<file path="config.mk">
export PLATFORM = sky130hd
export DESIGN_NAME = pixel_scheduler
export DESIGN_NICKNAME = d
export VERILOG_FILES = /design/src/rtl/pixel_scheduler.sv
export SDC_FILE = /design/constraint.sdc
export NUM_CORES = 1
export LEC_CHECK = 0
export ABC_AREA = 0
export CAP_MARGIN = 20
export CORE_MARGIN = 3
export CORE_UTILIZATION = 40
export DETAILED_ROUTE_END_ITERATION = 8
export PLACE_DENSITY = 0.6
export SETUP_SLACK_MARGIN = 0.5
export SYNTH_ARGS = -nofsm -noshare
export SYNTH_HDL_FRONTEND = slang
export SYNTH_SLANG_ARGS = --single-unit
</file>
<file path="constraint.sdc">
create_clock -name clk -period 6.8 [get_ports clk]
set_input_delay 1.36 -clock clk [delete_from_list [all_inputs] [get_ports clk]]
set_output_delay 1.36 -clock clk [all_outputs]
set_load 0.005 [all_outputs]
</file>
<file path="src/rtl/pixel_scheduler.sv">
// pixel_scheduler: raster walker issuing credit-limited engine requests, re-pairing in-order colours with coordinates.
// Optional PIXEL_SCHEDULER_CONTINUOUS_EN: frames repeat back-to-back until stop.
`default_nettype none

module pixel_scheduler #(
    parameter int DATA_WIDTH    = 32,
    parameter int RBG_SIZE      = 24,
    parameter int SCREEN_WIDTH  = 640,
    parameter int SCREEN_HEIGHT = 480,
    parameter int FIFO_DEPTH    = 4
) (
    input  logic                  clk,
    input  logic                  reset,
    input  logic                  start,
    input  logic                  stop,
    output logic                  busy,
    output logic                  frame_done,
    output logic                  req_valid,
    input  logic                  req_ready,
    output logic [DATA_WIDTH-1:0] req_x,
    output logic [DATA_WIDTH-1:0] req_y,
    input  logic                  resp_valid,
    input  logic [RBG_SIZE-1:0]   resp_colour,
    output logic                  out_valid,
    input  logic                  out_ready,
    output logic [DATA_WIDTH-1:0] out_x,
    output logic [DATA_WIDTH-1:0] out_y,
    output logic [RBG_SIZE-1:0]   colour_o,
    output logic                  first,
    output logic                  last_x,
    output logic                  last_y
);

    localparam int PW = $clog2(FIFO_DEPTH);
    localparam int CW = PW + 1;
    localparam logic [CW-1:0]         DEPTH_C = CW'(FIFO_DEPTH);
    localparam logic [DATA_WIDTH-1:0] X_LAST  = DATA_WIDTH'(SCREEN_WIDTH - 1);
    localparam logic [DATA_WIDTH-1:0] Y_LAST  = DATA_WIDTH'(SCREEN_HEIGHT - 1);

    localparam logic [2:0] S_IDLE  = 3'd0;
    localparam logic [2:0] S_RUN   = 3'd1;
    localparam logic [2:0] S_DRAIN = 3'd2;
    localparam logic [2:0] S_ABORT = 3'd3;
    localparam logic [2:0] S_DONE  = 3'd4;

    logic [2:0]            state;
    logic [2:0]            state_nx;
    logic [DATA_WIDTH-1:0] x_cnt;
    logic [DATA_WIDTH-1:0] y_cnt;
    logic [CW-1:0]         outstanding;
    logic [CW-1:0]         col_count;
    logic [PW-1:0]         crd_wr;
    logic [PW-1:0]         crd_rd;
    logic [PW-1:0]         col_wr;
    logic [PW-1:0]         col_rd;

    logic [DATA_WIDTH-1:0] cx_mem  [FIFO_DEPTH];
    logic [DATA_WIDTH-1:0] cy_mem  [FIFO_DEPTH];
    logic [RBG_SIZE-1:0]   col_mem [FIFO_DEPTH];

    logic issue;
    logic last_issue;
    logic col_nonempty;
    logic resp_take;
    logic pop;

    assign issue        = req_valid && req_ready;
    assign last_issue   = issue && (x_cnt == X_LAST) && (y_cnt == Y_LAST);
    assign col_nonempty = (col_count != '0);
    // Only accept a response that matches a request still awaiting its colour.
    assign resp_take    = resp_valid && (col_count < outstanding);
    // In ABORT the pairs are flushed as soon as their colour lands.
    assign pop          = (state == S_ABORT) ? col_nonempty : (out_valid && out_ready);

    always_ff @(posedge clk or negedge reset) begin
        if (!reset) begin
            state <= S_IDLE;
        end else begin
            state <= state_nx;
        end
    end

    always_comb begin
        state_nx = state;
        case (state)
            S_IDLE:  if (start) state_nx = S_RUN;
            S_RUN: begin
                if (stop)            state_nx = S_ABORT;
                else if (last_issue) state_nx = S_DRAIN;
            end
            S_DRAIN: begin
                if (stop) state_nx = S_ABORT;
                else if ((outstanding == '0) && (col_count == '0)) state_nx = S_DONE;
            end
`ifdef PIXEL_SCHEDULER_CONTINUOUS_EN
            S_DONE:  state_nx = stop ? S_ABORT : S_RUN;
`else
            S_DONE:  state_nx = S_IDLE;
`endif
            S_ABORT: if (outstanding == '0) state_nx = S_IDLE;
            default: state_nx = S_IDLE;
        endcase
    end

    always_comb begin
        busy       = (state != S_IDLE);
        frame_done = (state == S_DONE);
        req_valid  = (state == S_RUN) && (outstanding < DEPTH_C);
        out_valid  = ((state == S_RUN) || (state == S_DRAIN)) && col_nonempty;
    end

    always_comb begin
        req_x    = x_cnt;
        req_y    = y_cnt;
        out_x    = out_valid ? cx_mem[crd_rd]  : '0;
        out_y    = out_valid ? cy_mem[crd_rd]  : '0;
        colour_o = out_valid ? col_mem[col_rd] : '0;
        first    = out_valid && (out_x == '0) && (out_y == '0);
        last_x   = out_valid && (out_x == X_LAST);
        last_y   = out_valid && (out_x == X_LAST) && (out_y == Y_LAST);
    end

    // Raster counters only advance in RUN; every other state holds them at the origin.
    always_ff @(posedge clk or negedge reset) begin
        if (!reset) begin
            x_cnt <= '0;
            y_cnt <= '0;
        end else if (state != S_RUN) begin
            x_cnt <= '0;
            y_cnt <= '0;
        end else if (issue) begin
            if (x_cnt == X_LAST) begin
                x_cnt <= '0;
                y_cnt <= (y_cnt == Y_LAST) ? '0 : y_cnt + 1'b1;
            end else begin
                x_cnt <= x_cnt + 1'b1;
            end
        end
    end

    always_ff @(posedge clk or negedge reset) begin
        if (!reset) begin
            outstanding <= '0;
            col_count   <= '0;
            crd_wr      <= '0;
            crd_rd      <= '0;
            col_wr      <= '0;
            col_rd      <= '0;
        end else begin
            case ({issue, pop})
                2'b10:   outstanding <= outstanding + 1'b1;
                2'b01:   outstanding <= outstanding - 1'b1;
                default: outstanding <= outstanding;
            endcase
            case ({resp_take, pop})
                2'b10:   col_count <= col_count + 1'b1;
                2'b01:   col_count <= col_count - 1'b1;
                default: col_count <= col_count;
            endcase
            if (issue)     crd_wr <= crd_wr + 1'b1;
            if (pop)       crd_rd <= crd_rd + 1'b1;
            if (resp_take) col_wr <= col_wr + 1'b1;
            if (pop)       col_rd <= col_rd + 1'b1;
        end
    end

    always_ff @(posedge clk) begin
        if (issue) begin
            cx_mem[crd_wr] <= x_cnt;
            cy_mem[crd_wr] <= y_cnt;
        end
        if (resp_take) begin
            col_mem[col_wr] <= resp_colour;
        end
    end

endmodule

`default_nettype wire
</file>
==> results of run 1 <==
-- layout make-up --
cell class	count	share of cell area
multi-input combinational	572	0.2294
clock inverter	13	0.004314
inverter	22	0.003746
clock buffer	74	0.06306
timing repair buffer	215	0.09457
sequential	433	0.5717
tap	585	0.03321
-- kinds of logic (layout without fill, tap and decap cells) --
logic type               after synthesis  after routing  synth area share
flip-flops                           433            433            0.7031
multiplexers                          90             90            0.1118
adder cells (fa/ha/maj)               16             16           0.01201
AO/OA/AOI/OAI                         76             76           0.02751
AND/OR/NAND/NOR                      330            330            0.1010
XOR/XNOR                              60             60           0.02933
buffers and inverters                 68            324           0.01529
-- power breakdown --
part           switching (uW)  total (uW)  internal [uW]
sequential                165        3320           3150
combinational            1570        3210           1640
clock                     997        2440           1440
-- flip-flops by register name, indices dropped and copies added, names as in the netlist --
signal       flops
col_count        3
col_mem         96
col_rd           2
col_wr           2
crd_rd           2
crd_wr           2
cx_mem         128
cy_mem         128
outstanding      3
req_x           32
req_y           32
state            3
-- metrics by stage --
step / setup WS (ps) / instances / power, uW
6_report: 1173 / 1914 / 8959
5_1_grt: 900.7 / 1914 / 9436
4_1_cts: 1040 / 1913 / 9091
3_5_place_dp: 1677 / 1826 / 6638
3_3_place_gp: 1662 / 1826 / 6604
2_1_floorplan: 3024 / 1073 / 5046
-- path summary, 6_finish.rpt --
check / cells past startpoint / from / endpoint / slack, ps
setup / recovery: 7 / crd_rd[0] / last_y / 1170
hold / removal: 1 / col_rd[1] / col_rd[1] / 480
setup reg to reg: 8 / req_x[1] / state[1] / 3500
hold reg to reg: 1 / col_rd[1] / col_rd[1] / 480
max in group asynchronous: 2 / reset / crd_rd[0] / 4910
min in group asynchronous: 1 / reset / req_y[10] / 760
-- per-layer routing --
metal	part of all wire	track usage	vias to the layer above
li1	-	-	4610
met1	0.46	0.2658	5255
met2	0.46	0.2827	297
met3	0.060	0.03428	56
met4	0.019	0.04914	0
met5	0	0	-
-- worst register-to-register path: stages, from the launching register on --
cell     delay (ps)
dfrtp_1         550
ha_1            270
and4_1          410
nand4_1         320
nor3_4          230
buf_4           340
a21o_1          790
o21ai_0         170
o21ai_0         120
-- cells in the mapped netlist, types with 20 or more instances --
| library cell | number | area (um2) |
|---|---|---|
| and2_1 | 95 | 594.3 |
| xnor2_1 | 22 | 192.7 |
| nor2_1 | 72 | 270.3 |
| clkbuf_1 | 28 | 105.1 |
| inv_1 | 21 | 78.83 |
| mux4_2 | 88 | 1982 |
| dfrtp_1 | 81 | 2027 |
| nand4_1 | 20 | 125.1 |
| nand2_1 | 32 | 120.1 |
| xor2_1 | 38 | 332.8 |
| nor4_1 | 29 | 181.4 |
| o21ai_0 | 25 | 125.1 |
| edfxtp_1 | 352 | 10570 |
-- cells in the final DEF (no fill, tap or decap), types with 3 or more instances in the layout --
| cell type | n |
|---|---|
| and4_1 | 5 |
| nor4_1 | 29 |
| o21ai_0 | 25 |
| buf_4 | 26 |
| nor2_1 | 72 |
| a21oi_1 | 14 |
| clkbuf_16 | 49 |
| dfrtp_1 | 79 |
| nand3_1 | 19 |
| clkinv_2 | 6 |
| clkdlybuf4s50_1 | 188 |
| clkbuf_1 | 18 |
| xor2_1 | 38 |
| clkinv_1 | 3 |
| ha_1 | 14 |
| nor3_1 | 13 |
| o211ai_1 | 6 |
| and3_2 | 4 |
| and2_1 | 95 |
| inv_1 | 20 |
| or3_1 | 8 |
| o2111ai_1 | 12 |
| nand2_1 | 32 |
| edfxtp_1 | 352 |
| or4_1 | 3 |
| xnor2_1 | 22 |
| and3_1 | 12 |
| mux4_2 | 88 |
| clkbuf_8 | 7 |
| o22ai_1 | 3 |
| nand4_1 | 20 |
| nand2b_1 | 6 |
==> metrics.txt, run 1 <==
status=complete, no violations; CTS Buf Count=47; final worst-path cycle share=0.8275; multi-input gate area in the final layout=5056 um2; final antenna-violating net count=0; CTS tree=built; post-synth design cell area=17,920 um2; port bufs=189; clk buf depth=3; Final HPWL DP=27.71 mm; Leakage=0.007494 uW; RSZ-0062 raised after global routing=no; Core Util, Final=0.5050; first-pass GRT wire length=65.43 mm; final hold slack=483.4 ps; Clock Latency Late Sink=570 ps; area grow syn2layout=23.02%; slowest stage delay, CP=930 ps; core footprint=43,650 um2; cells after synthesis=1,073; num ports=190; Die Height=217.6 um; Reg clk slew, reported paths=60 ps; Gates resized, CTS repair=0; clock root cell=clkbuf_16; Slew Viols, Final=0; Placed Area=20,550 um2; final setup skew=25.73 ps; Final Cell Area=22,040 um2; Max Fclk=0.1777 GHz; worst path bufs/invs=1; Final TNS setup=0 ps; Initial Util=0.4105; Yosys reg bits=433; register area share after synthesis=0.7031; # nets final=1,338; max_slew headroom=0.3603; initial antenna violation count=0; clock sink count=433; vias in the first global route=10,480; Critical Path Start Type=flip-flop; crit-path cells=mux4_2, nor4_1, nand2_1, or4_1, o21ai_1, and4_1, clkdlybuf4s50_1; Post-route DRC=0; Hold Buf Count CTS=0; Setup CP Type=reg2out; Async SR Flop Fraction=0.1871; worst-path fanout max=35; worst slew pin tran=959.6 ps; vias per cell=5.339; Worst Path Required=5440 ps; GRT Resource Usage Total=0.1819; WP data arrival=4270 ps; Worst VDD drop=0.0002769 V; # fillers=3,581; Cell variety after synth=51; Slowest cell on crit path=dfrtp_4; Site Rows=76; Initial DRC Count=814; largest net degree at the start of global routing=55; Final setup viols=0; PwrDens=406.4 nW/um2; Hold Crit Class=reg2reg; FF/Latch Area=12,600 um2; kind of cell adding the most delay to the critical path=simple AND/OR/NAND/NOR gates; Period minus WS final=5627 ps; H-tree Lvls=2; Die Wd=217.6 um; total gr overflow=0; via count=10,220; share of layout cells above drive strength 1=0.1475; most common flop cell mapped by yosys=edfxtp_1; Die Footprint=47,370 um2; number of max-cap violations=0; EDFF count, synth=352; Worst setup EP type=primary output; Hold Vio Cnt, Final=0; per-cell routed wire length=22.38 um; RePlAce Congestion=0.8164; final wirelength=42.83 mm; Syn Nets=1,120; Mapped Avg Cell Area=16.70 um2; post-CTS setup buffer count=0; Antenna Cells=0; Yosys warnings=0; First-pass DRT Iterations=5
Power figures use the tool's default switching activity.
==> inputs of run 2 (changes only) <==
--- a/config.mk
+++ b/config.mk
@@ -10,7 +10,7 @@
 export CORE_MARGIN = 3
 export CORE_UTILIZATION = 40
 export DETAILED_ROUTE_END_ITERATION = 8
-export PLACE_DENSITY = 0.6
+export PLACE_DENSITY = 0.62
 export SETUP_SLACK_MARGIN = 0.5
 export SYNTH_ARGS = -nofsm -noshare
 export SYNTH_HDL_FRONTEND = slang
==> constraint.sdc (replaced) <==
create_clock -name clk -period 4.85 [get_ports clk]
set_input_delay 0.97 -clock clk [delete_from_list [all_inputs] [get_ports clk]]
set_output_delay 0.97 -clock clk [all_outputs]
set_load 0.005 [all_outputs]
==> metrics.txt, run 2 (synthesis results as in run 1) <==
PwrDens=582.4 nW/um2 (+43%); Initial DRC Count=814 (unchanged); final setup skew=17.90 ps (-7.835 ps); most common cell after layout, fill and taps aside=edfxtp_1; Worst setup EP type=primary output; WP data arrival=3240 ps (-1030 ps); Hold Vio Cnt, Final=0 (unchanged); Pwr Total=13,110 uW (+46%); Initial Util=0.4105 (unchanged); Site Rows=76 (unchanged); Worst VDD drop=0.0003799 V (+37%); number of max-cap violations=0 (unchanged); first-pass GRT wire length=64.98 mm (-0.67%); most frequent cells in the layout=352 x edfxtp_1, 185 x clkdlybuf4s50_1, 95 x and2_1; Clock Latency Late Sink=570 ps (about the same); area grow syn2layout=25.65%; num ports=190 (unchanged); Final HPWL DP=27.10 mm (-2.2%); H-tree Lvls=2 (unchanged); max_slew headroom=0.4302 (+0.06988); Slew Viols, Final=0 (unchanged); GRT Resource Usage Total=0.1799 (-0.002048); worst slew pin tran=854.8 ps (-104.8 ps); Core Util, Final=0.5158 (+0.01078); final worst setup slack=637.6 ps (-535.1 ps); Period minus WS final=4212 ps; worst-path fanout max=6 (-83%); status=complete, no violations; port bufs=189 (unchanged); Worst Path Required=3880 ps (-1560 ps); CTS tree=built; core footprint=43,650 um2 (unchanged); final worst-path cycle share=0.8685; initial antenna violation count=0 (unchanged); vias in the first global route=10,520 (+0.34%); Die Footprint=47,370 um2 (unchanged); clock root cell=clkbuf_16; Reg clk slew, reported paths=60 ps (about the same); final antenna-violating net count=0 (unchanged); Critical Path Start Type=flip-flop; share of layout cells above drive strength 1=0.1776 (+0.03013); per-cell routed wire length=22.08 um (-1.3%); Hold Crit Class=in2async; Antenna Cells=0 (unchanged); CTS Buf Count=46 (-2.1%); # nets final=1,349 (+0.82%); total gr overflow=0 (unchanged); largest registers=cx_mem x128, cy_mem x128, col_mem x96; Final TNS setup=0 ps (unchanged); clock sink count=433 (unchanged); First-pass DRT Iterations=5 (unchanged); RePlAce Congestion=0.8090 (-0.91%); Setup CP Type=reg2out; pre-CTS WS=598.2 ps (-1079 ps); vias per cell=5.359 (+0.38%); placed cell count=1,828 (+0.11%); Post-route DRC=0 (unchanged); Max Fclk=0.2374 GHz; Hold Buf Count CTS=0 (unchanged); Leakage=0.007729 uW (+3.1%); Final setup viols=0 (unchanged); clk buf depth=3 (unchanged); Die Height=217.6 um (unchanged); final wirelength=42.50 mm (-0.76%); Layout Cells excl Fill=1,925 (+0.57%); RSZ-0062 raised after global routing=no; largest net degree at the start of global routing=68 (+24%); via count=10,320 (+0.96%); Die Wd=217.6 um (unchanged)
-- run 2: cell count changes in the layout (fill, tap and decap cells not counted), sizes merged --
cell,before,now
bufbuf,0,1
bufinv,1,7
inv,22,23
buf,26,39
clkbuf,75,61
clkdlybuf4s50,188,185
clkinv,10,17
-- run 2: metal layers --
layer,up-vias,global-route usage,share of wire
li1,4625,-,-
met5,-,0,0
met1,5352,0.2530,0.45
met3,51,0.03971,0.063
met2,288,0.2850,0.47
met4,0,0.05045,0.020
-- run 2: through the flow --
stage / hold WS (ps) / area (um2)
CTS: 398.4 / 22420
global route: 432.4 / 22510
finish: 407.3 / 22510
floorplan: 467.4 / 17920
detailed placement: 467.7 / 20630
global placement: 462.0 / 20630
-- run 2: repair_timing --
action,4_1_cts,5_1_grt
endpoints found under the hold margin,0,0
pin swaps,7,6
buffers inserted,3,6
gates resized for setup,21,15
gates cloned,1,0
setup endpoints to repair,3,3
-- run 2: where the power goes --
group / internal (uW) / total (uW) / switching (uW)
Combinational: 2470 / 4820 / 2360
Sequential: 4420 / 4560 / 145
Clock: 2300 / 3730 / 1430
Total: 9180 / 13100 / 3930
-- run 2: critical path: stages (launching register included) --
cell,delay [ps]
dfrtp_4,460
buf_16,140
mux4_2,510
or4_4,550
or4_4,460
o21ai_4,180
and4_4,270
clkbuf_2,120
-- run 2: cell type report --
cell class              instances  area (um2)
inverters                      22       82.58
clock inverters                27       331.6
fillers                      3541       21130
repair buffers                227        2308
multi-input cells             572        5142
well taps                     585       732.0
clock buffers                  59        1314
flip-flops and latches        433       12600
-- run 2: path summary, 6_finish.rpt --
kind                       startpoint           end  slack [ps]  cells after the start
min reg2reg                 col_rd[1]     col_rd[1]         470                      1
min in group clk            col_rd[1]     col_rd[1]         470                      1
max reg2reg                  req_x[1]      state[1]        1750                      8
max in group asynchronous       reset     req_x[27]        3420                      2
min                             reset  col_count[2]         410                      1
max                         crd_rd[0]        last_y         640                      7
